--- src/rtl/mul4_shift_add_pkg.sv ---
// Shared types and constants for the shift-and-add multiplier.
// Imported by the multiplier top and its handshake interface.
package mul_pkg;

  localparam int MUL_N = 4;

  typedef enum logic [1:0] {
    IDLE,
    RUN,
    DONE
  } state_t;

  function automatic int clog2(input int v);
    int r;
    r = 0;
    while ((1 << r) < v) r++;
    return r;
  endfunction

endpackage

--- src/rtl/mul4_shift_add_if.sv ---
// Operand/result handshake between control logic and the multiplier.
// The master issues operands; the slave computes the product.
interface mul4_shift_add_if #(
  parameter int N = mul_pkg::MUL_N
);

  logic           start;
  logic [N-1:0]   a;
  logic [N-1:0]   b;
  logic           ready;
  logic           busy;
  logic           done;
  logic [2*N-1:0] p;

  modport master (
    output start,
    output a,
    output b,
    input  ready,
    input  busy,
    input  done,
    input  p
  );

  modport slave (
    input  start,
    input  a,
    input  b,
    output ready,
    output busy,
    output done,
    output p
  );

endinterface

--- src/rtl/mul4_shift_add_addn_rc.sv ---
// N-bit ripple-carry adder built from 1-bit full-adder cells.
// Used as the partial-product adder of the multiplier.
module fa_cell (
  input  logic x,
  input  logic y,
  input  logic ci,
  output logic s,
  output logic co
);

  assign s  = x ^ y ^ ci;
  assign co = (x & y) | (ci & (x ^ y));

endmodule

module addn_rc #(
  parameter int N = 4
) (
  input  logic [N-1:0] x,
  input  logic [N-1:0] y,
  input  logic         cin,
  output logic [N-1:0] s,
  output logic         cout
);

  logic [N:0] c;

  assign c[0] = cin;
  assign cout = c[N];

  for (genvar i = 0; i < N; i++) begin : g_bit
    fa_cell u_fa (
      .x  (x[i]),
      .y  (y[i]),
      .ci (c[i]),
      .s  (s[i]),
      .co (c[i+1])
    );
  end

endmodule

--- src/rtl/mul4_shift_add.sv ---
// Sequential unsigned shift-and-add multiplier, one partial
// product per clock, with a start/ready/done handshake.
module mul4_shift_add
  import mul_pkg::*;
#(
  parameter int N = MUL_N
) (
  input  logic            clk,
  input  logic            rst_n,
  mul4_shift_add_if.slave bus
);

  localparam int CW = clog2(N + 1);

  state_t         state;
  logic [N-1:0]   mcand;
  logic [2*N-1:0] prod;
  logic [2*N-1:0] prod_nxt;
  logic [2*N-1:0] p_q;
  logic [CW-1:0]  cnt;
  logic [N-1:0]   sum;
  logic           co;
  logic [N:0]     hi;

  addn_rc #(.N(N)) u_add (
    .x    (prod[2*N-1:N]),
    .y    (mcand),
    .cin  (1'b0),
    .s    (sum),
    .cout (co)
  );

  // Carry-out lands in the MSB as the register shifts right.
  always_comb begin
    hi       = prod[0] ? {co, sum} : {1'b0, prod[2*N-1:N]};
    prod_nxt = {hi, prod[N-1:1]};
  end

  always_ff @(posedge clk) begin
    if (!rst_n) begin
      state <= IDLE;
      mcand <= '0;
      prod  <= '0;
      cnt   <= '0;
      p_q   <= '0;
    end else begin
      unique case (state)
        IDLE: begin
          if (bus.start) begin
            mcand <= bus.a;
            prod  <= {{N{1'b0}}, bus.b};
            cnt   <= '0;
            state <= RUN;
          end
        end
        RUN: begin
          prod <= prod_nxt;
          cnt  <= cnt + CW'(1);
          if (cnt == CW'(N - 1)) begin
            p_q   <= prod_nxt;
            state <= DONE;
          end
        end
        DONE: state <= IDLE;
        default: state <= IDLE;
      endcase
    end
  end

  assign bus.ready = (state == IDLE);
  assign bus.busy  = (state == RUN) || (state == DONE);
  assign bus.done  = (state == DONE);
  assign bus.p     = p_q;

endmodule

--- src/flat_wrapper.sv ---
// flat-port wrapper written by rule: the top's interface ports become plain ports
module mul4_shift_add_flat import mul_pkg::*;
#(
  parameter int N = MUL_N
)
  (clk, rst_n, bus_start, bus_a, bus_b, bus_ready, bus_busy, bus_done, bus_p);
  mul4_shift_add_if #(.N(N)) bus_i ();
  input  logic clk;
  input  logic rst_n;
  input wire logic [$bits(bus_i.start)-1:0] bus_start;
  input wire logic [$bits(bus_i.a)-1:0] bus_a;
  input wire logic [$bits(bus_i.b)-1:0] bus_b;
  output wire logic [$bits(bus_i.ready)-1:0] bus_ready;
  output wire logic [$bits(bus_i.busy)-1:0] bus_busy;
  output wire logic [$bits(bus_i.done)-1:0] bus_done;
  output wire logic [$bits(bus_i.p)-1:0] bus_p;
  assign bus_i.start = bus_start;
  assign bus_i.a = bus_a;
  assign bus_i.b = bus_b;
  assign bus_ready = bus_i.ready;
  assign bus_busy = bus_i.busy;
  assign bus_done = bus_i.done;
  assign bus_p = bus_i.p;
  mul4_shift_add #(.N(N)) u_core (.clk(clk), .rst_n(rst_n), .bus(bus_i));
endmodule
--- config.mk ---
export PLATFORM = sky130hd
export DESIGN_NAME = mul4_shift_add_flat
export DESIGN_NICKNAME = d
export VERILOG_FILES = /design/src/rtl/mul4_shift_add_pkg.sv /design/src/rtl/mul4_shift_add_if.sv /design/src/rtl/mul4_shift_add_addn_rc.sv /design/src/rtl/mul4_shift_add.sv /design/src/flat_wrapper.sv
export SDC_FILE = /design/constraint.sdc
export NUM_CORES = 1
export LEC_CHECK = 0
export BUFFER_PORTS_ARGS = -buffer_cell sky130_fd_sc_hd__buf_2
export CAP_MARGIN = 20
export CORE_UTILIZATION = 55
export CTS_BUF_LIST = sky130_fd_sc_hd__clkbuf_4
export CTS_CLUSTER_SIZE = 30
export DETAILED_ROUTE_END_ITERATION = 6
export PLACE_DENSITY_LB_ADDON = 0.2
export SLEW_MARGIN = 25
export SYNTH_ARGS = -nofsm -noshare
export SYNTH_HDL_FRONTEND = slang
export SYNTH_SLANG_ARGS = --single-unit
--- constraint.sdc ---
create_clock -name clk -period 6.9 [get_ports clk]
set_input_delay 0.345 -clock clk [delete_from_list [all_inputs] [get_ports clk]]
set_output_delay 0.345 -clock clk [all_outputs]
set_load 0.01 [all_outputs]
==> results.md <==
- The actual transition at the worst max-transition pin is 0.781 ns.
- The fraction of the mapped netlist area in simple logic gates is 17.3%.
- Clock latency on the worst-skew pair, taken at its later pin, is 0.31 ns.
- The post-route DRC violation count is 0.
- The worst-path maximum fanout is 3.
- The maximum clock rate is 426 MHz.
- Setup violations remaining at the end of the flow were counted as 0.
- The flow ran to the end, and the final reports show no timing, DRC or antenna violations.
- Summing the areas of all compound-gate instances in the mapped netlist gives 17.1% of the synthesized area.
- In this run the cell area of the synthesized design comes to 0.00128 mm2.
- The first detailed-routing pass ran for 4 iterations.
- The count of fill cells added during filler insertion is 211.
- The cell with the largest stage delay on the worst path is sky130_fd_sc_hd__fa_1.
- The die is 50.2 um wide.
- The final route contains 953 vias.
- Sequential elements use 39.1% of the synthesized area.
- The main combinational cell family by area after synthesis is simple AND/OR/NAND/NOR gates.
- In this run the static leakage power is 0.602 nW.
- For the worst setup path, the data required time is 7.12 ns.
- The final-stage net count is 167.
- The hold buffer count at CTS is 0.
- The number of gates resized after CTS was 0.
- STA classifies the critical path endpoint as a flip-flop.
- IR analysis of the VDD net gives a maximum drop of 0.000110 V.
- The placed instances occupy a cell area of 0.00135 mm2.
- The maximum buffer depth of the clock tree is 2.
- The worst setup path is launched from a flip-flop.
- The final cycle utilization of the critical path is 34.0%.
- The length in cells of the worst reg-to-reg path is 7.
- Clock-pin slew was measured on the worst setup and hold paths at 0.13 ns.
- In this run the count of I/O pins placed on the die edge is 22.
- The count of standard-cell rows is 17.
- The cell count after synthesis is 130.
- The number of antenna violations at the first check in global routing was 0.
- Buffers inserted during clock tree synthesis total 3.
- The tool flagged a number of max-cap violations equal to 0.
- Setup repair after global routing left no endpoint under its margin.
- For this configuration, the core starts out at a cell density of 57.9%.
- The post-layout instance area is 0.00138 mm2.
- During placement, the flow inserted port buffers numbering 21.
- Clock tree synthesis found a total of 25 sinks.
- The antenna violation net count after detailed routing is 0.
- Counting stages on the worst path, the most repeated cell is sky130_fd_sc_hd__fa_1.
- The number of antenna cells inserted is 0.
- At the worst endpoint, the arrival time is 2.57 ns.
- The worst path needs 2.35 ns of the cycle, external delays included.
- The tightest min-delay check is of the input port to flip-flop type.
- Walking the worst path, the cells encountered are ha_1 > fa_1 > fa_1 > fa_1 > mux2_4 > a32oi_1 > nor2b_1.
- In this design, the stage delay of the slowest critical-path cell is 0.43 ns.
- The total number of H-tree levels is 1.
- The final number of hold-violating endpoints is 0.
- The ratio of cells with drive above 1 in the final layout is 21.2%.
- The worst setup path is of the flip-flop to flip-flop kind.
- Routability-driven placement finished with a final weighted congestion of 0.759.
- The placed wire-length estimate is 1.62 mm.
- The count of final max-slew check failures is 0.
- The multiplexer share of the synthesized area is 8.90%.
- The count of yosys warnings during synthesis is 0.
- The routed length per placed instance is 12.9 um.
- The wire length reported by the detailed router is 2.25 mm.
- The synthesized netlist devotes 10.6% of its cell area to adder and majority cells.
- For this block, the initial DRC count from the detailed router was 10.
- The area overhead of the layout relative to synthesis is 7.62%.
- The count of unique library cells instantiated by Yosys is 34.
- Counting both buffers and inverters, the worst setup path holds a total of 0.
- The number of gates on the worst path with buffers counted is 7.
- For the final routed database, the setup TNS stands at 0 ns.
- For this run the aggregate overflow at the end of global routing stands at 0.
- The setup fix buffers added after clock tree synthesis is 0.
- The root buffer cell is sky130_fd_sc_hd__clkbuf_4.
- Of the total synthesized cell area, the portion taken by XOR and XNOR cells is 0.684%.
- The vias per cell is 5.48.
- The CTS tree is yes.
- Averaged over all synthesized cells, the footprint is 9.85 um2.
- Entering global routing, the biggest net connects 27 pins.
- In this run, synthesis produced a sequential element count of 25.
- The height of the die is 50.2 um.
- In this run the power density over the cells is 190 mW/mm2.
- The first global-routing pass estimated 3.98 mm of wire.
- The full die area is 0.00252 mm2.
- The core region is 0.00221 mm2.
- The global routing usage summed across all routing layers is 21.0%.
- The number of global-route vias before repair is 918.
- Across the routed clock network, the largest skew measured is 0.00218 ns.
- The worst slew margin relative to its limit is 47.9%.
- Synthesis produced a netlist with a net count of 150.
- Counting instances, the worst hold path has a depth of 3.
- The kind of cell with the highest combined delay along the critical path is adder cells.
==> registers in the layout, indices dropped and copies added, names as in the netlist <==
signal        cells
u_core.bus.p      8
u_core.prod       8
u_core.mcand      4
u_core.cnt        3
u_core.state      2
==> layer usage <==
layer	GRT usage, %	share of wire (%)
met1	26.0	48
met4	8.57	0.75
met2	36.4	49
met3	2.73	2.4
met5	0	0
==> worst paths after layout <==
| kind | start | endpoint | slack, ns |
|---|---|---|---|
| worst min register to register | u_core.bus.p[2] | u_core.bus.p[2] | 0.47 |
| worst max register to register | u_core.prod[4] | u_core.prod[6] | 4.55 |
| worst min-delay path | bus_a[0] | u_core.mcand[0] | 0.29 |
| worst max-delay path | u_core.prod[4] | u_core.prod[6] | 4.55 |
==> synthesized netlist by cell type, drive strengths merged <==
master	number	area share [%]
dfxtp	25	39
nand2	19	5.6
a21boi	9	5.3
nor2	7	2.1
nor2b	7	3.4
buf	6	4.5
ha	6	5.9
mux2i	5	4.2
nand3	5	2.0
a32oi	4	2.7
mux2	4	4.7
nor3b	4	2.3
o211a	4	3.1
clkbuf	3	0.98
fa	3	4.7
inv	3	0.88
o21ai	3	1.2
a211oi	2	1.6
a21oi	2	0.78
nand2b	2	0.98
a221oi	1	0.68
a31o	1	0.68
and2	1	0.49
nand4	1	0.49
o21a	1	0.59
o22ai	1	0.49
xnor2	1	0.68
==> kinds of logic after synthesis <==
| kind of cell | after synthesis |
|---|---|
| buffers and inverters | 12 |
| adder cells (fa/ha/maj) | 9 |
| AND/OR/NAND/NOR | 46 |
| flip-flops | 25 |
| AO/OA/AOI/OAI | 28 |
| multiplexers | 9 |
| XOR/XNOR | 1 |
==> tightest hold or removal path: stages <==
cell and delay (ns):
sky130_fd_sc_hd__buf_2 0.10, sky130_fd_sc_hd__nand3_1 0.06, sky130_fd_sc_hd__a21boi_0 0.07
==> final cells by class <==
| cell class | count | area [um2] | share of cell area (%) |
|---|---|---|---|
| clock inverters | 1 | 5.00 | 0.363 |
| well taps | 28 | 35.0 | 2.54 |
| clock buffers | 3 | 22.5 | 1.63 |
| multi-input cells | 93 | 698 | 50.7 |
| repair buffers | 21 | 105 | 7.63 |
| inverters | 3 | 11.3 | 0.817 |
| flip-flops and latches | 25 | 500 | 36.3 |
==> stage by stage <==
| stage | hold WS [ns] | utilization, % | cells | setup WS, ns | power (mW) |
|---|---|---|---|---|---|
| floorplan | 0.448 | - | 130 | 4.63 | 0.195 |
| global placement | 0.450 | 61.0 | 170 | 4.59 | 0.199 |
| detailed placement | 0.456 | 61.0 | 170 | 4.58 | 0.201 |
| CTS | 0.274 | 62.3 | 174 | 4.56 | 0.265 |
| global route | 0.300 | 62.3 | 174 | 4.45 | 0.275 |
| finish | 0.293 | 62.3 | 174 | 4.55 | 0.262 |
==> cells in the final DEF, fill, tap and decap left out, types with 3 or more instances in the layout <==
cell type and n:
sky130_fd_sc_hd__nor2b_1 7, sky130_fd_sc_hd__inv_1 3, sky130_fd_sc_hd__nand2_1 19, sky130_fd_sc_hd__a21boi_0 8, sky130_fd_sc_hd__buf_2 21, sky130_fd_sc_hd__nor2_1 7, sky130_fd_sc_hd__clkbuf_4 3, sky130_fd_sc_hd__ha_1 6
sky130_fd_sc_hd__mux2i_1 4, sky130_fd_sc_hd__nor3b_1 4, sky130_fd_sc_hd__o211a_1 4, sky130_fd_sc_hd__dfxtp_1 25, sky130_fd_sc_hd__a32oi_1 4, sky130_fd_sc_hd__mux2_4 4, sky130_fd_sc_hd__nand3_1 5, sky130_fd_sc_hd__fa_1 3
==> report_power, final <==
| part | total, mW | leakage [nW] | internal, mW | switching (mW) |
|---|---|---|---|---|
| sequential | 0.156 | 0.203 | 0.150 | 0.00587 |
| clock | 0.0646 | 0.0177 | 0.0217 | 0.0429 |
| combinational | 0.0411 | 0.381 | 0.0186 | 0.0225 |
| total | 0.262 | 0.602 | 0.190 | 0.0713 |
(Power assumes the default switching activity.)
